===== src/rtl/serial_word_receiver.sv =====
// serial_word_receiver
//   Receiving end of the shift-register serial path. It samples S_OUT with the
//   same ENB/DIR/MODO qualifiers that drive the shift register, so it stays
//   bit-aligned with that register. It reassembles WIDTH-bit words and hands
//   them off through a VALID/READY holding register. A sticky OVERFLOW flag
//   records any completed word that was dropped.
//
// Ports
//   CLK       rising-edge clock
//   RESET_N   asynchronous active-low reset
//   ENB       sample enable (the READY handshake still runs when ENB=0)
//   DIR       0: MSB arrives first, 1: LSB arrives first
//   MODO      00 sample, 01 hold, 10 resync (parallel load), 11 clear
//   S_OUT     serial bit from the shift register
//   READY     consumer accepts WORD when READY and VALID are both high
//   WORD      last completed word
//   VALID     WORD holds an unconsumed word
//   OVERFLOW  sticky: a completed word was dropped
//   BIT_CNT   bits collected toward the current word
module serial_word_receiver #(
    parameter int WIDTH = 4,
    parameter int CNT_W = 2
) (
    input  logic             CLK,
    input  logic             RESET_N,
    input  logic             ENB,
    input  logic             DIR,
    input  logic [1:0]       MODO,
    input  logic             S_OUT,
    input  logic             READY,
    output logic [WIDTH-1:0] WORD,
    output logic             VALID,
    output logic             OVERFLOW,
    output logic [CNT_W-1:0] BIT_CNT
);

    localparam logic [CNT_W-1:0] LAST_BIT = CNT_W'(WIDTH - 1);

    logic [WIDTH-1:0] acc_q, acc_d;
    logic [WIDTH-1:0] word_q, word_d;
    logic [CNT_W-1:0] cnt_q, cnt_d;
    logic             valid_q, valid_d;
    logic             ovf_q, ovf_d;
    logic             dir_q;

    logic             dir_flip;
    logic             complete;
    logic [WIDTH-1:0] base;
    logic [WIDTH-1:0] shifted;

    // A direction change throws away the partial word. The shift therefore
    // starts from an empty accumulator, and the current bit becomes bit 1.
    assign dir_flip = (DIR != dir_q);
    assign base     = dir_flip ? '0 : acc_q;
    assign shifted  = DIR ? {S_OUT, base[WIDTH-1:1]} : {base[WIDTH-2:0], S_OUT};

    always_comb begin
        acc_d    = acc_q;
        cnt_d    = cnt_q;
        word_d   = word_q;
        valid_d  = valid_q;
        ovf_d    = ovf_q;
        complete = 1'b0;

        if (valid_q && READY) begin
            valid_d = 1'b0;
        end

        if (ENB) begin
            case (MODO)
                2'b00: begin
                    if (dir_flip) begin
                        acc_d = shifted;
                        cnt_d = CNT_W'(1);
                    end else if (cnt_q == LAST_BIT) begin
                        complete = 1'b1;
                        acc_d    = '0;
                        cnt_d    = '0;
                    end else begin
                        acc_d = shifted;
                        cnt_d = cnt_q + CNT_W'(1);
                    end
                end
                2'b10: begin
                    acc_d = '0;
                    cnt_d = '0;
                end
                2'b11: begin
                    acc_d = '0;
                    cnt_d = '0;
                    ovf_d = 1'b0;
                end
                default: begin
                end
            endcase
        end

        // A word accepted on this same edge frees the holding register, so
        // only an unaccepted word that is still pending forces a drop.
        if (complete) begin
            if (!valid_q || READY) begin
                word_d  = shifted;
                valid_d = 1'b1;
            end else begin
                ovf_d = 1'b1;
            end
        end
    end

    always_ff @(posedge CLK or negedge RESET_N) begin
        if (!RESET_N) begin
            acc_q   <= '0;
            cnt_q   <= '0;
            word_q  <= '0;
            valid_q <= 1'b0;
            ovf_q   <= 1'b0;
            dir_q   <= 1'b0;
        end else begin
            acc_q   <= acc_d;
            cnt_q   <= cnt_d;
            word_q  <= word_d;
            valid_q <= valid_d;
            ovf_q   <= ovf_d;
            dir_q   <= DIR;
        end
    end

    assign WORD     = word_q;
    assign VALID    = valid_q;
    assign OVERFLOW = ovf_q;
    assign BIT_CNT  = cnt_q;

endmodule


===== config.mk =====
export PLATFORM = sky130hd
export DESIGN_NAME = serial_word_receiver
export DESIGN_NICKNAME = d
export VERILOG_FILES = /design/src/rtl/serial_word_receiver.sv
export SDC_FILE = /design/constraint.sdc
export NUM_CORES = 1
export LEC_CHECK = 0
export CORE_MARGIN = 1
export CORE_UTILIZATION = 39
export CTS_BUF_LIST = sky130_fd_sc_hd__clkbuf_8
export CTS_CLUSTER_SIZE = 12
export DETAILED_ROUTE_END_ITERATION = 12
export PLACE_DENSITY = 0.66
export SLEW_MARGIN = 20
export SYNTH_ARGS = -nofsm -noshare
export SYNTH_HDL_FRONTEND = slang
export SYNTH_SLANG_ARGS = --single-unit

===== constraint.sdc =====
create_clock -name CLK -period 4.15 [get_ports CLK]
set_clock_uncertainty 0.15 [all_clocks]
set_input_delay 0.415 -clock CLK [delete_from_list [all_inputs] [get_ports CLK]]
set_output_delay 0.415 -clock CLK [all_outputs]
set_load 0.005 [all_outputs]

* Yosys cells after proc, flatten, opt, wreduce, memory -nomap -nowiden
Cells that the tools add are included.
** Operators by class
- Mux-type cells :: 19
- Equality and inequality tests :: 4
- Bitwise operators :: 0
- $mul :: 0
- Divide/modulo/power cells :: 0
- Shift-type cells :: 0
- Order comparisons :: 0
- Reduce and logical (&&, ||, !) cells :: 8
- $add $sub $neg :: 1
** Operator list (number)
- $mux 4 :: 4
- $mux 1 :: 11
- $pmux 4 s2 :: 1
- $eq 2x2->1 const B :: 3
- $mux 2 :: 2
- $pmux 2 s2 :: 1
- $reduce_and 2->1 :: 2
- $add 2x1->2 const B :: 1
- $logic_not 2->1 :: 1
- $reduce_bool 2->1 :: 1
- $reduce_or 2->1 :: 1
- $logic_and 1x1->1 :: 1
- $logic_not 1->1 :: 1
- $logic_or 1x1->1 :: 1
- $ne 1x1->1 :: 1
** Storage, ports and cells
- Logic and storage cells :: 38
- Latch bits :: 0
- Output and inout bits :: 8
- Input port bits :: 8
- Bits in writable memories :: 0
- Memories :: 0
- Memory bits (read-only) :: 0
- Register bits after elaboration :: 13

* Depth between registers and ports, before layout
- Depth after elaboration :: 6
- Mapped depth :: 3
- Depth with buffers taken out :: 3

* Least setup slack after synthesis
No wires, ideal clock.
- Kind :: input to register
- Start :: input port MODO[0]
- End :: register word_q[0] (netlist: WORD[0])
- Library setup time :: 0.125 ns
- Data required time :: 3.875 ns
- Slack :: 2.229 ns
- Data arrival time :: 1.646 ns
- Cell stages on the path :: 3
- Path buffers :: 0
- Cell sequence :: or3b_4 > or4b_4 > mux2_4
** Between the ends
- Longest elaborated chain between the ends :: 4
** RTL lines
- start: declaration :: line 28 : input logic [1:0] MODO,
- $logic_not 2->1 :: line 70 : case (MODO)
- $mux 1 :: line 70
- $mux 1 :: line 69 : if (ENB) begin
- $reduce_and 2->1 (no line)
- end signal: assignment :: line 121 : word_q <= word_d;
- end: declaration :: line 40 : logic [WIDTH-1:0] word_q, word_d;
Every way passes these cells.
A chain may end at the register's enable or synchronous reset.

* Final worst setup path
- Start :: input port ENB
- End :: register word_q[2] (netlist: WORD[2])
** Between the ends
- Longest elaborated chain between the ends :: 2
** RTL lines
- start: declaration :: line 26 : input logic ENB,
- $mux 1 :: line 69
- $reduce_and 2->1 (no line)
Every way passes these cells.

==> metrics.txt <==
starting utilization of the core area=0.437; CTS buffer count=3; cells along the critical path=clkdlybuf4s50_1 > or3b_4 > or4b_4 > mux2_4; net switching fraction of the power=0.218; maxcap violations=0; Static Leak=0.392 nW; synthesized net count=54; share of layout cells above drive strength 1=0.141; number of routed nets with antenna violations=0; net count of the finished layout=74; combinational group share of total power=0.108; worst hold path type=flip-flop to flip-flop; number of enable-type register cells in the synthesized netlist=0; setup repair after global routing missed its margin=false; maximum number of buffers from clock root to sink=2; Die Area=1690 sq um; Hold Path Cell Cnt=1; number of different library cells in the post-synthesis netlist=19; main flop type after synthesis=dfrtp_1; flop2flop setup slack=2350 ps; number of global-route vias before repair=415; Final GP Congestion=0.737; Max FO, Critical Path=4; via count=approximately 420; FILL cells=125; pin count of the biggest net entering global routing=14; row count=13; insertion delay of the later-clocked pin in the worst-skew pair=240 ps; Max Transition Viols Final=0; portion of the clock cycle consumed by the worst path in the final layout=0.528; global-route wire length before repair=about 1.8 mm; highest clock frequency the design can meet=456 MHz; Critical Path AT=2170 ps; cell area power density=334 nW/um^2; nature of the critical path startpoint=input port; RR Endpoint=WORD[2]; P_int=roughly 0.21 mW; number of sinks driven by the clock tree=13; worst-margin pin slew=559 ps; share of the yosys chip area belonging to registers=0.545; post-synthesis instance area=approximately 600 sq um; number of buffers and inverters on the critical path=1; WS Path Type=input port to flip-flop; global-route usage over all layers=0.177; core area=about 1400 sq um; Worst Min Path Start=OVERFLOW; Post-Synthesis Cells=between 40 and 50; endpoint of the worst hold path=OVERFLOW; Setup-failing EPs final=0; Max-slew headroom=0.626; share of total power in the clock network=0.399; Die H=41.1 um; Placed Cells incl. Taps=75; total congestion overflow=0; Worst Setup End Kind=flip-flop; number of primary I/O pins=16; result of the run=complete, no violations; count of input and output buffers=15; clock tree from TritonCTS=yes; average instance area after synthesis=13.3 sq um; Reg-to-Reg Start=dir_q; share of synthesized registers carrying an async set or reset=1.00; min Tclk post-route=2190 ps; TritonRoute pass-1 iters=2; final hold violations=0; count of antenna diodes in the layout=0; final routed wirelength across all metal layers=between 1 and 1.5 mm; Initial DRC Count=3; Vias per Instance=5.28; required time at the endpoint of the critical path=4130 ps; cts hold-fix bufs=0; R2R depth=3; final standard cell utilization of the core=0.593; kind of cell adding the most delay to the critical path=simple AND/OR/NAND/NOR gates; most common cell after layout, fill and taps aside=clkdlybuf4s50_1; remaining routing DRC violations=0; Die Span X=41.1 um; detailed placement HPWL=862 um; sequential cell fraction of total power=0.493; Gates resized, CTS repair=0; Setup Slack @ Placement=roughly 1700 ps; routed len/inst=roughly 14 um; Synth Register Bits=13; peak per-stage delay on the critical path=~540 ps; final setup slack of the worst path=~2000 ps; area growth from synthesis to final layout=35.8%; clock tree root buffer cell=clkbuf_8; VDD IR-drop max=around 0.00024 V; final setup TNS=0 ps; Slowest cell on crit path=or4b_4; H-tree depth=1; switching power summed over all nets=0.0591 mW; clock-pin slew on the worst setup and hold paths=50 ps; top library cells by usage in the layout, fill and taps aside=clkdlybuf4s50_1 (15), dfrtp_1 (13), a22o_1 (10), mux2_4 (4); synthesis warning total=0; number of antenna violations at the first check in global routing=0; buffers inserted during post-CTS setup optimization=0; final cell count without fillers=79
-- per-stage QoR --
step | total power, mW | hold slack, ps | area, sq um
floorplan | 0.148 | -30.6 | 597
global placement | 0.165 | 341 | 766
detailed placement | 0.165 | 339 | 766
CTS | 0.275 | 356 | 811
global route | 0.284 | 372 | 811
finish | 0.271 | 351 | 811
-- cells in the mapped netlist (2+ instances only) --
library cell   n  area share
nor2_1         2       0.013
mux2_4         4        0.10
inv_1          2       0.013
dfrtp_1       13        0.55
a22o_1        10        0.15
-- layer usage --
layer | global-route usage | up-vias | routed length (um)
met1 | 0.191 | 194 | 523
met2 | 0.270 | 13 | 519
li1 | - | 208 | -
met4 | 0.0968 | 0 | 16
met3 | 0.103 | 2 | 77
met5 | 0 | - | 0
-- power groups by stage --
| stage | Clock (mW) | Sequential, mW | Combinational [mW] |
|---|---|---|---|
| finish | 0.108 | 0.134 | 0.0292 |
| detailed placement | 0 | 0.136 | 0.0294 |
| floorplan | 0 | 0.135 | 0.0122 |
| global placement | 0 | 0.136 | 0.0294 |
| CTS | 0.112 | 0.134 | 0.0297 |
| global route | 0.118 | 0.134 | 0.0322 |
-- logic make-up (layout without fill, tap and decap cells) --
| family | count (synthesis) | after routing | synth area share |
|---|---|---|---|
| DFF | 13 | 13 | 0.545 |
| muxes | 4 | 4 | 0.101 |
| adders and majority gates | 1 | 1 | 0.0210 |
| xor gates and xnor gates | 2 | 2 | 0.0294 |
| buffers and inverters | 2 | 21 | 0.0126 |
| and+or+nand+nor | 9 | 9 | 0.0985 |
| AOI/OAI and AO/OA | 14 | 14 | 0.193 |
-- sequential cells by signal, summed over array words and instances, names as in the netlist --
| signal | cells |
|---|---|
| OVERFLOW | 1 |
| acc_q | 4 |
| WORD | 4 |
| VALID | 1 |
| BIT_CNT | 2 |
| dir_q | 1 |
-- final cells by class --
type	instances	area (sq um)	share of cell area
Timing Repair Buffer	15	150	0.185
Sequential cell	13	325	0.401
Clock buffer	3	41.3	0.0509
Inverter	2	7.51	0.00926
Multi-Input combinational cell	30	264	0.326
Clock inverter	1	3.75	0.00463
Tap cell	15	18.8	0.0231
-- worst max path at each step --
stage / slack, ps / start / cells after the start / endpoint
4_1_cts: 1960 / ENB / 4 / WORD[2]
3_5_place_dp: 1700 / ENB / 4 / WORD[2]
3_3_place_gp: 1730 / ENB / 4 / WORD[2]
2_1_floorplan: 2230 / MODO[0] / 3 / WORD[0]
6_report: 1960 / ENB / 4 / WORD[2]
5_1_grt: 1940 / ENB / 4 / WORD[3]
Power figures use the tool's default switching activity.
==> patch (same flow settings) <==
Reset style: synchronous (`RESET_N`), changed in one clocked block. Comments in the files are not updated.
--- a/src/rtl/serial_word_receiver.sv
+++ b/src/rtl/serial_word_receiver.sv
@@ -107,7 +107,7 @@
         end
     end
 
-    always_ff @(posedge CLK or negedge RESET_N) begin
+    always_ff @(posedge CLK) begin
         if (!RESET_N) begin
             acc_q   <= '0;
             cnt_q   <= '0;
Formal check against the unedited RTL: differs if RESET_N is asserted again (counterexample within 4 cycles, from zero or initial values and one cycle with RESET_N low); with RESET_N held inactive, the same outputs for 10 cycles.
==> patch against the unedited design <==
Die area grew 7.6%; first-iteration DRC count rose to 8.0 times the old value; sequential cell count stayed put; routed wire length grew 23%; setup slack lost 0.077 ns; fmax shrank 3.4%; final area grew 2.9%; area after synthesis increased by 8.0%; total power fell by 2.9%; critical endpoint is now acc_q[1]$_SDFFE_PN0P_; largest power group unchanged.
==> patch: results <==
grt:
  number_of_antenna_violations_at_the_first_check_in_global_routing: 0
  groute.usage.overall_pct: 17.4
  grt_pass1_vias: 501
  grt_max_degree: 14
  grt_pass1_wl_um: 2340
clocking:
  htree_num_levels: 1
  worstSkewPairLatency_ns: 0.24
  cts_buffer_depth: 2
  post_cts_clock_slew_at_the_launch_and_capture_registers_of_the_worst_setup_and_hold_paths_ns: 0.06
  cts_resized: 0
  post_cts.repair.setup_buffers: 0
  cts.root.buffer_cell: "sky130_fd_sc_hd__clkbuf_8"
  cts_buffers: 3
placed_design:
  io_buffer_count: 15
  gp_routability_congestion: 0.782
  detailed_place_hpwl_um: 977
yosys:
  syn_nets: 75
  post_synth_main_area_contributors: "sky130_fd_sc_hd__dfxtp_1 40%, sky130_fd_sc_hd__mux2_2 7.0%, sky130_fd_sc_hd__a21oi_1 5.4%"
  synthesis.yosys.warnings: 0
  yosysSeqAreaShare_pct: 40.4
  number_of_distinct_library_cell_variants_in_the_gate_level_netlist_after_synthesis: 23
  commonest_cells_post_synth: "13 x sky130_fd_sc_hd__dfxtp_1, 7 x sky130_fd_sc_hd__a21oi_1, 6 x sky130_fd_sc_hd__nand3_1"
  asyncSetResetFlopFracSynth_pct: 0
setup_path:
  regToRegSetupSlack_ns: 2.28
  startpoint: "DIR"
  timing.rr.start: "dir_q$_SDFF_PN0_"
  crit_path_top_delay_cell: "sky130_fd_sc_hd__a2111oi_0"
  reg2regPathDepth: 3
  worstReg2RegEnd: "acc_q[1]$_SDFFE_PN0P_"
  cp_peak_stage_delay_ns: 0.62
  maximum_fanout_count_along_the_critical_path: 11
  critical_path_arrival_ns: 2.31
routing:
  drtPass1Iterations: 4
  routed_via_density: 5.52
  initial_drc_count: 24
  post_drt_wl_per_cell_um: 14.3
min_path:
  min_to: "OVERFLOW$_SDFF_PN0_"
  min_delay_path_depth: 2
  holdCritStartpoint: "OVERFLOW$_SDFF_PN0_"
  worstHoldPathType: "register to register"
cells_and_area:
  layout-drive-gt1-share_pct: 9.76
  layout.filler_cells: 134
  nets: 92
  antennaDiodeCount: 0
pwr:
  static_leak_nw: 0.304
  ir_worst_vdd_uv: 263
run_status:
  run_status: "finished, final reports clean"
timing:
  timing.hold.ws_ns: 0.328
  transition_at_the_pin_with_the_smallest_max_transition_slack_ns: 0.608
## patch: changes by cell type in the layout (fill, tap and decap cells not counted), sizes merged, moves of 3 or more
cell    delta
and2       +4
o21a       +3
nand2b     +3
a22o      -10
nand3      +5
a21boi     +3
or3b       +3
dfxtp     +13
dfrtp     -13
a21oi      +6
## patch: report_power, final
part | internal [mW] | leakage, nW | total [mW] | switching, mW
Clock | 0.0663 | 0.0255 | 0.113 | 0.0468
Sequential | 0.126 | 0.105 | 0.128 | 0.00182
Combinational | 0.0108 | 0.173 | 0.0222 | 0.0114
Total | 0.203 | 0.304 | 0.263 | 0.0600
## patch: logic make-up after synthesis
family                     synth area share (%)
buffers and inverters                      4.66
DFF                                        40.4
xor gates and xnor gates                   2.72
and+or+nand+nor                            22.1
AOI/OAI and AO/OA                          21.2
adders and majority gates                  1.94
muxes                                      6.99
## patch: routing by layer
metal / GRT usage (%) / wire (um) / vias to the layer above
li1: - / - / 281
met1: 23.7 / 690 / 250
met2: 23.3 / 638 / 6
met3: 8.19 / 47 / 4
met4: 6.88 / 22 / 0
met5: 0 / 0 / -
## patch: final cells by class
type                            count  area, um2  share of cell area [%]
Multi-Input combinational cell     49        354                    42.4
Sequential cell                    13        260                    31.2
Timing Repair Buffer               15        150                    18.0
Clock buffer                        3       41.3                    4.95
Tap cell                           16       20.0                    2.40
Clock inverter                      1       5.00                   0.600
Inverter                            1       3.75                   0.450
## patch: through the flow
stage | cells | instance area (um2) | utilization (%) | setup WS [ns]
finish | 98 | 835 | 54.8 | 1.88
global route | 98 | 835 | 54.8 | 1.78
CTS | 98 | 835 | 54.8 | 1.97
detailed placement | 94 | 788 | 51.7 | 1.87
global placement | 94 | 788 | 51.7 | 1.87
floorplan | 66 | 644 | - | 2.52
## patch: worst max-delay path: cells and delay by family
kind	cells	cell delay, ns
AOI/OAI and AO/OA	2	0.83
buffers and inverters	1	0.58
and+or+nand+nor	1	0.47
## patch: how the worst max path moves through the flow
| stage | end | slack [ns] | depth (start not counted) |
|---|---|---|---|
| after CTS | acc_q[1]$_SDFFE_PN0P_ | 1.97 | 4 |
| final | acc_q[1]$_SDFFE_PN0P_ | 1.88 | 4 |
| after floorplan | acc_q[2]$_SDFFE_PN0P_ | 2.52 | 4 |
| after global placement | acc_q[1]$_SDFFE_PN0P_ | 1.87 | 4 |
| after detailed placement | acc_q[1]$_SDFFE_PN0P_ | 1.87 | 4 |
| after global routing | acc_q[1]$_SDFFE_PN0P_ | 1.78 | 4 |
